[src/rtl/mux_arb_n.sv]
// mux_arb_n: N-channel registered mux with fixed-select or round-robin grant and valid/ready on every side.
// Define MUX_ARB_LOCK_EN to add i_last and hold round-robin grants on one channel until the end of a burst.
module mux_arb_n #(
  parameter int WIDTH = 32,
  parameter int N = 4,
  localparam int SELW = $clog2(N)
) (
  input  logic               i_clk,
  input  logic               i_rst,
  input  logic               i_mode,
  input  logic [SELW-1:0]    i_sel,
  input  logic [N-1:0]       i_valid,
  input  logic [N*WIDTH-1:0] i_data,
`ifdef MUX_ARB_LOCK_EN
  input  logic [N-1:0]       i_last,
`endif
  output logic [N-1:0]       o_ready,
  output logic               o_valid,
  output logic [WIDTH-1:0]   o_data,
  output logic [SELW-1:0]    o_chan,
  input  logic               i_ready
);
  logic [SELW-1:0] ptr, gch, nxt;
  logic [N-1:0] grant;
  logic load, acc, last, locked;
`ifdef MUX_ARB_LOCK_EN
  localparam logic [0:0] IDLE = 1'b0, LOCKED = 1'b1;
  logic [0:0] state;
  logic [SELW-1:0] lk;
  assign locked = state == LOCKED;
  assign last = i_last[gch];
`else
  assign locked = 1'b0;
  assign last = 1'b1;
`endif
  function automatic logic [SELW-1:0] wrap(input int a);
    return SELW'(a >= N ? a - N : a);
  endfunction
  always_comb begin
    grant = '0;
    gch = '0;
    if (!i_mode) begin
      if (int'(i_sel) < N && i_valid[i_sel]) begin
        grant[i_sel] = 1'b1;
        gch = i_sel;
      end
    end else if (locked) begin
`ifdef MUX_ARB_LOCK_EN
      grant[lk] = i_valid[lk];
      gch = lk;
`endif
    end else begin
      // scan from the farthest offset down so the first requester after ptr wins
      for (int o = N - 1; o >= 0; o--) begin
        if (i_valid[wrap(int'(ptr) + o)]) begin
          grant = '0;
          grant[wrap(int'(ptr) + o)] = 1'b1;
          gch = wrap(int'(ptr) + o);
        end
      end
    end
  end
  assign load = !o_valid || i_ready;
  assign acc = load && |grant && !i_rst;
  assign nxt = (int'(gch) == N - 1) ? '0 : gch + 1'b1;
  assign o_ready = i_rst ? '0 : grant & {N{load}};
  always_ff @(posedge i_clk) begin
    if (i_rst) begin
      o_valid <= 1'b0;
      o_data <= '0;
      o_chan <= '0;
      ptr <= '0;
`ifdef MUX_ARB_LOCK_EN
      state <= IDLE;
      lk <= '0;
`endif
    end else begin
      if (load) begin
        o_valid <= |grant;
        if (|grant) begin
          o_data <= i_data[int'(gch)*WIDTH +: WIDTH];
          o_chan <= gch;
        end
      end
      if (acc && i_mode && last) ptr <= nxt;
`ifdef MUX_ARB_LOCK_EN
      if (!i_mode) state <= IDLE;
      else if (acc) begin
        state <= last ? IDLE : LOCKED;
        lk <= gch;
      end
`endif
    end
  end
endmodule
[config.mk]
export PLATFORM = sky130hd
export DESIGN_NAME = mux_arb_n
export DESIGN_NICKNAME = d
export VERILOG_FILES = /design/src/rtl/mux_arb_n.sv
export SDC_FILE = /design/constraint.sdc
export NUM_CORES = 1
export LEC_CHECK = 0
export ABC_CLOCK_PERIOD_IN_PS = 8160
export CELL_PAD_IN_SITES_DETAIL_PLACEMENT = 1
export CELL_PAD_IN_SITES_GLOBAL_PLACEMENT = 2
export CORE_MARGIN = 4
export CORE_UTILIZATION = 23
export DETAILED_ROUTE_END_ITERATION = 12
export PLACE_DENSITY_LB_ADDON = 0.1
export SYNTH_ARGS = -nofsm -noshare
export SYNTH_HDL_FRONTEND = slang
export SYNTH_SLANG_ARGS = --single-unit
[constraint.sdc]
create_clock -name i_clk -period 8.16 [get_ports i_clk]
set_input_delay 2.04 -clock i_clk [delete_from_list [all_inputs] [get_ports i_clk]]
set_output_delay 2.04 -clock i_clk [all_outputs]
set_load 0.005 [all_outputs]
== Word-level counts from Yosys, hierarchy flattened ==
Cells that the tools add are included.
Word-level totals
  register bits: 37
  output and inout bits: 39
Cells by class
  add/subtract/negate cells: 8
  $lt $le $gt $ge: 14
  eq/ne operators: 1
  shifts and indexed selects: 1
  multiplexer cells: 38
  bitwise operators: 1
  reduce and logical (&&, ||, !) cells: 13
Operators with widths (number)
  $shiftx 128x8->32: 1
  $mux 4: 7
  $mux 2: 11
  $lt 2x3->1 const B: 5
  $bmux 1 s2: 5
  $demux 1 s2: 5
  $ge 2x1->1 const B: 5
  $mux 1: 10
  $ge 3x3->1 const B: 3
  $logic_and 1x1->1: 8
  $sub 2x1->2 const B: 4
  $add 2x2->3 const B: 2
  $and 4x4->4: 1
  $reduce_or 4->1: 1
  $add 2x1->3 const B: 1
  $ge 2x3->1 const B: 1
  $add 2x1->2 const B: 1
  $eq 2x1->1 const B: 1
  $logic_not 1->1: 2
  $reduce_and 2->1: 1
  $logic_or 1x1->1: 1

== Depth between registers and ports, before layout ==
  word-level depth: 16
  depth in mapped cells: 13
  mapped depth without buffers: 9

== Worst setup path before layout ==
No wires, ideal clock.
  kind: input to output
  start: in i_valid[3]
  end: out o_ready[1]
  arrival time: 3478 ps
  setup slack: 2642 ps
  stages: 5
  buffers on the path: 1
  cells stage by stage: buf_2 mux4_2 nor2b_1 o311a_1 nor4_1
On the way
  word-level cells in the longest chain between the ends: 9
  elaborated cells on any way between the ends: 18
Ends and longest elaborated chain
  start: declaration: line 12  | input logic [N-1:0] i_valid,
  $bmux 1 s2: line 55  | if (i_valid[wrap(int'(ptr) + o)]) begin
  $mux 1 (implied by the code): line 55
  $mux 4 (4 in a row): line 55
  $mux 4 (*): line 42  | if (!i_mode) begin
  $and 4x4->4 (*): line 66  | assign o_ready = i_rst ? '0 : grant & {N{load}};
  $mux 4 (*): line 66
  end: declaration: line 17  | output logic [N-1:0] o_ready,
Every way passes the cells marked *; elsewhere a longest branch is shown, timed or not. The select of a mux whose other input is x is not followed.

== Worst setup path after layout ==
  start: in i_valid[2]
  end: out o_ready[1]
Same word-level chain as after synthesis.

==> metrics.md <==
| Metric | Value |
|---|---|
| Worst r2r path cells | `9` |
| I/O Pins | `177` |
| Nets | `592` |
| Die area | `15010 um^2` |
| Gr usage total | `15.23%` |
| CTS Buf Count | `5` |
| Post-route antenna net violation count | `0` |
| CTS Buffer Depth | `2` |
| Setup CP Type | `primary input to primary output` |
| Synth top area share | `27.01%` |
| Leading area contributor after synthesis | `mux4_1` |
| Die Span Y | `122.5 um` |
| RD Place Congestion | `0.7828` |
| Multi-input gate area | `2105 um^2` |
| Synth top area cells | `mux4_1 (27%), dfxtp_1 (25%), a21oi_1 (6.3%)` |
| Die extent in x | `122.5 um` |
| Final hold viol count | `0` |
| Pin slew with the least headroom to its limit | `1.102 ns` |
| Synth Area per Inst | `10.29 um^2` |
| Tcrit/Tclk final | `83.30%` |
| Fin. max-slew vios | `0` |
| Clock root buffer | `clkbuf_16` |
| Number of global-route vias before repair | `3414` |
| Synth Instances | `293` |
| Power Total | `1.006 mW` |
| Post-cts repair resize count | `0` |
| Largest net degree at the start of global routing | `38` |
| Yosys warnings | `0` |
| GRT Residual Overflow | `0` |
| Initial antenna violation count | `0` |
| CP max FO | `13` |
| Number of synthesized register bits | `37` |
| TritonRoute pass-1 iters | `4` |
| PD cells | `198.9 nW/um^2` |
| Clock sinks | `37` |
| Most used DFF post-synth | `dfxtp_1` |
| Initial DRC Count | `111` |
| Status | `completed` |
| Routed WL | `11700 um` |
| Ratio of cells with drive above 1 in the final layout | `6.027%` |
| Cts hold-fix bufs | `0` |
| R2R Setup Slk | `3.85 ns` |
| Critical path capture point type | `primary output` |
| # setup viols final | `0` |
| Crit path launch type | `primary input` |
| DRC viols | `0` |
| P&R area growth vs syn | `67.72%` |
| Min-Delay Path Class | `register to register` |
| TritonCTS clock tree | `built` |
| Hold Crit Start | `o_data[25]$_SDFFE_PP0P_` |
| Vias per cell | `5.018` |
| Worst IR Drop VDD | `0.00008276 V` |
| Cell variety after synth | `45` |
| Routed length per instance | `18.88 um` |
| Post-synthesis cell area | `3015 um^2` |
| Fraction of registers with async set/reset | `0%` |
| ANT cells | `0` |
| PortBufs | `176` |
| Max Clock Freq | `0.1471 GHz` |
| Core footprint | `12720 um^2` |
| Setup TNS | `0 ns` |
| Clock H-tree levels | `2` |
| Synthesized netlist net count | `438` |
| Slew headroom | `26.53%` |
| First-pass GRT wire length | `18070 um` |
| Post-layout min period | `6.797 ns` |
| Dpl hpwl | `8850 um` |
| Reg2reg end | `o_data[11]$_SDFFE_PP0P_` |
| CP Data Arrival Time | `4.76 ns` |
| RSZ-0062 raised after global routing | `false` |
| Vias | `3111` |
| Seq/Total Area, Yosys | `24.56%` |
| Worst-path clk slew | `0.06 ns` |
| Filler instances | `1443` |
| Register Area | `740.7 um^2` |
| Post-CTS Setup Inserts | `0` |
| Critical R2R Launch | `ptr[0]$_SDFFE_PP0P_` |
| Initial cell density of the core | `23.70%` |
| MaxCap Viol Count | `0` |
| Worst hold path depth | `2` |
| Hold Path Sink | `o_data[25]$_SDFFE_PP0P_` |
| Site Rows | `41` |
| Post-Route Utilization | `39.75%` |
| CP required | `6.12 ns` |
| Clk_skew | `0.006045 ns` |
| Number of synthesized flops with an enable pin | `0` |
| Clk_lat worst skew | `0.28 ns` |
| Leak | `1.829 nW` |
-- registers in the layout, indices dropped and copies added (netlist names) --
register / cells
o_chan: 2
o_valid: 1
ptr: 2
o_data: 32
-- layout make-up --
cell class | instances | area share (%)
sequential | 37 | 14.65
timing repair buffer | 182 | 35.63
clock inverter | 2 | 0.7422
clock buffer | 6 | 2.746
tap | 172 | 4.255
multi-input combinational | 216 | 41.61
inverter | 5 | 0.3711
-- cells in the final DEF, fill, tap and decap left out, drive strengths merged, types with 2 or more instances in the layout --
| cell | count |
|---|---|
| nand3 | 34 |
| o22ai | 3 |
| nor2b | 5 |
| a21oi | 38 |
| nand2 | 6 |
| nor4b | 2 |
| buf | 7 |
| a311oi | 2 |
| dfxtp | 37 |
| mux2 | 2 |
| nand2b | 3 |
| mux2i | 9 |
| nor2 | 5 |
| nor3 | 6 |
| o31a | 2 |
| mux4 | 36 |
| o2111a | 2 |
| o21ai | 33 |
| clkbuf | 6 |
| a31oi | 3 |
| inv | 5 |
| a221oi | 2 |
| ha | 7 |
| clkdlybuf4s50 | 175 |
| a211oi | 2 |
-- through the flow --
stage                     cell area (um^2)  worst slack [ns]  std cells  hold WS [ns]
final                                 5057             1.363        620        0.4779
after floorplan                       3015             2.642        293        0.4701
after global routing                  5057             1.209        620        0.4944
after CTS                             5057             1.336        620        0.4791
after detailed placement              4881             1.323        612        0.4702
after global placement                4881             1.376        612        0.4613
-- Yosys cell counts (2+ instances only) --
library cell,n
mux2i_1,9
ha_1,7
nand2b_1,3
nor4b_1,2
inv_1,5
o22ai_1,3
buf_2,4
a211oi_1,2
a21oi_1,38
o21ai_0,32
a31oi_1,3
o2111a_1,2
buf_1,2
a221oi_1,2
buf_4,6
dfxtp_1,37
nor2_1,5
o31a_1,2
nand3_1,34
mux4_1,31
mux4_2,5
mux2_2,2
nor2b_1,4
clkbuf_1,19
buf_6,4
nor3_1,6
nand2_1,6
-- worst max-delay path: stages --
cell and delay [ns]:
clkdlybuf4s50_1 0.62, mux4_2 0.64, inv_1 0.11, a211oi_1 0.08, o311a_1 0.41, nor4_1 0.28
clkdlybuf4s50_1 0.57
-- routing by layer --
| layer | vias to the layer above | GRT usage, % | wire length [um] |
|---|---|---|---|
| li1 | 1482 | - | - |
| met1 | 1511 | 18.48 | 4753 |
| met2 | 113 | 26.31 | 5778 |
| met3 | 5 | 5.668 | 1105 |
| met4 | 0 | 2.309 | 67 |
| met5 | - | 0 | 0 |
-- cell families (layout without fill, tap and decap cells) --
| kind of cell | Yosys count | in the layout | share of synthesized area (%) |
|---|---|---|---|
| fa+ha+maj | 7 | 7 | 2.904 |
| simple gates | 67 | 67 | 12.08 |
| mux | 47 | 47 | 34.48 |
| buf+inv | 40 | 195 | 6.888 |
| flops | 37 | 37 | 24.56 |
| xor+xnor | 1 | 1 | 0.2905 |
| compound gates | 94 | 94 | 18.80 |
-- where the power goes --
| group | total (mW) | internal, mW | switching, mW |
|---|---|---|---|
| combinational | 0.517 | 0.286 | 0.230 |
| clock | 0.234 | 0.153 | 0.0813 |
| sequential | 0.256 | 0.225 | 0.0303 |
| total | 1.01 | 0.664 | 0.342 |
-- how the worst max path moves through the flow --
stage | cells past startpoint | from | slack [ns] | to
after CTS | 7 | i_valid[2] | 1.34 | o_ready[1]
final | 7 | i_valid[2] | 1.36 | o_ready[1]
after global routing | 7 | i_valid[2] | 1.21 | o_ready[1]
after detailed placement | 7 | i_valid[2] | 1.32 | o_ready[1]
after floorplan | 5 | i_valid[3] | 2.64 | o_ready[1]
after global placement | 7 | i_valid[2] | 1.38 | o_ready[1]
Power figures use the tool's default switching activity.
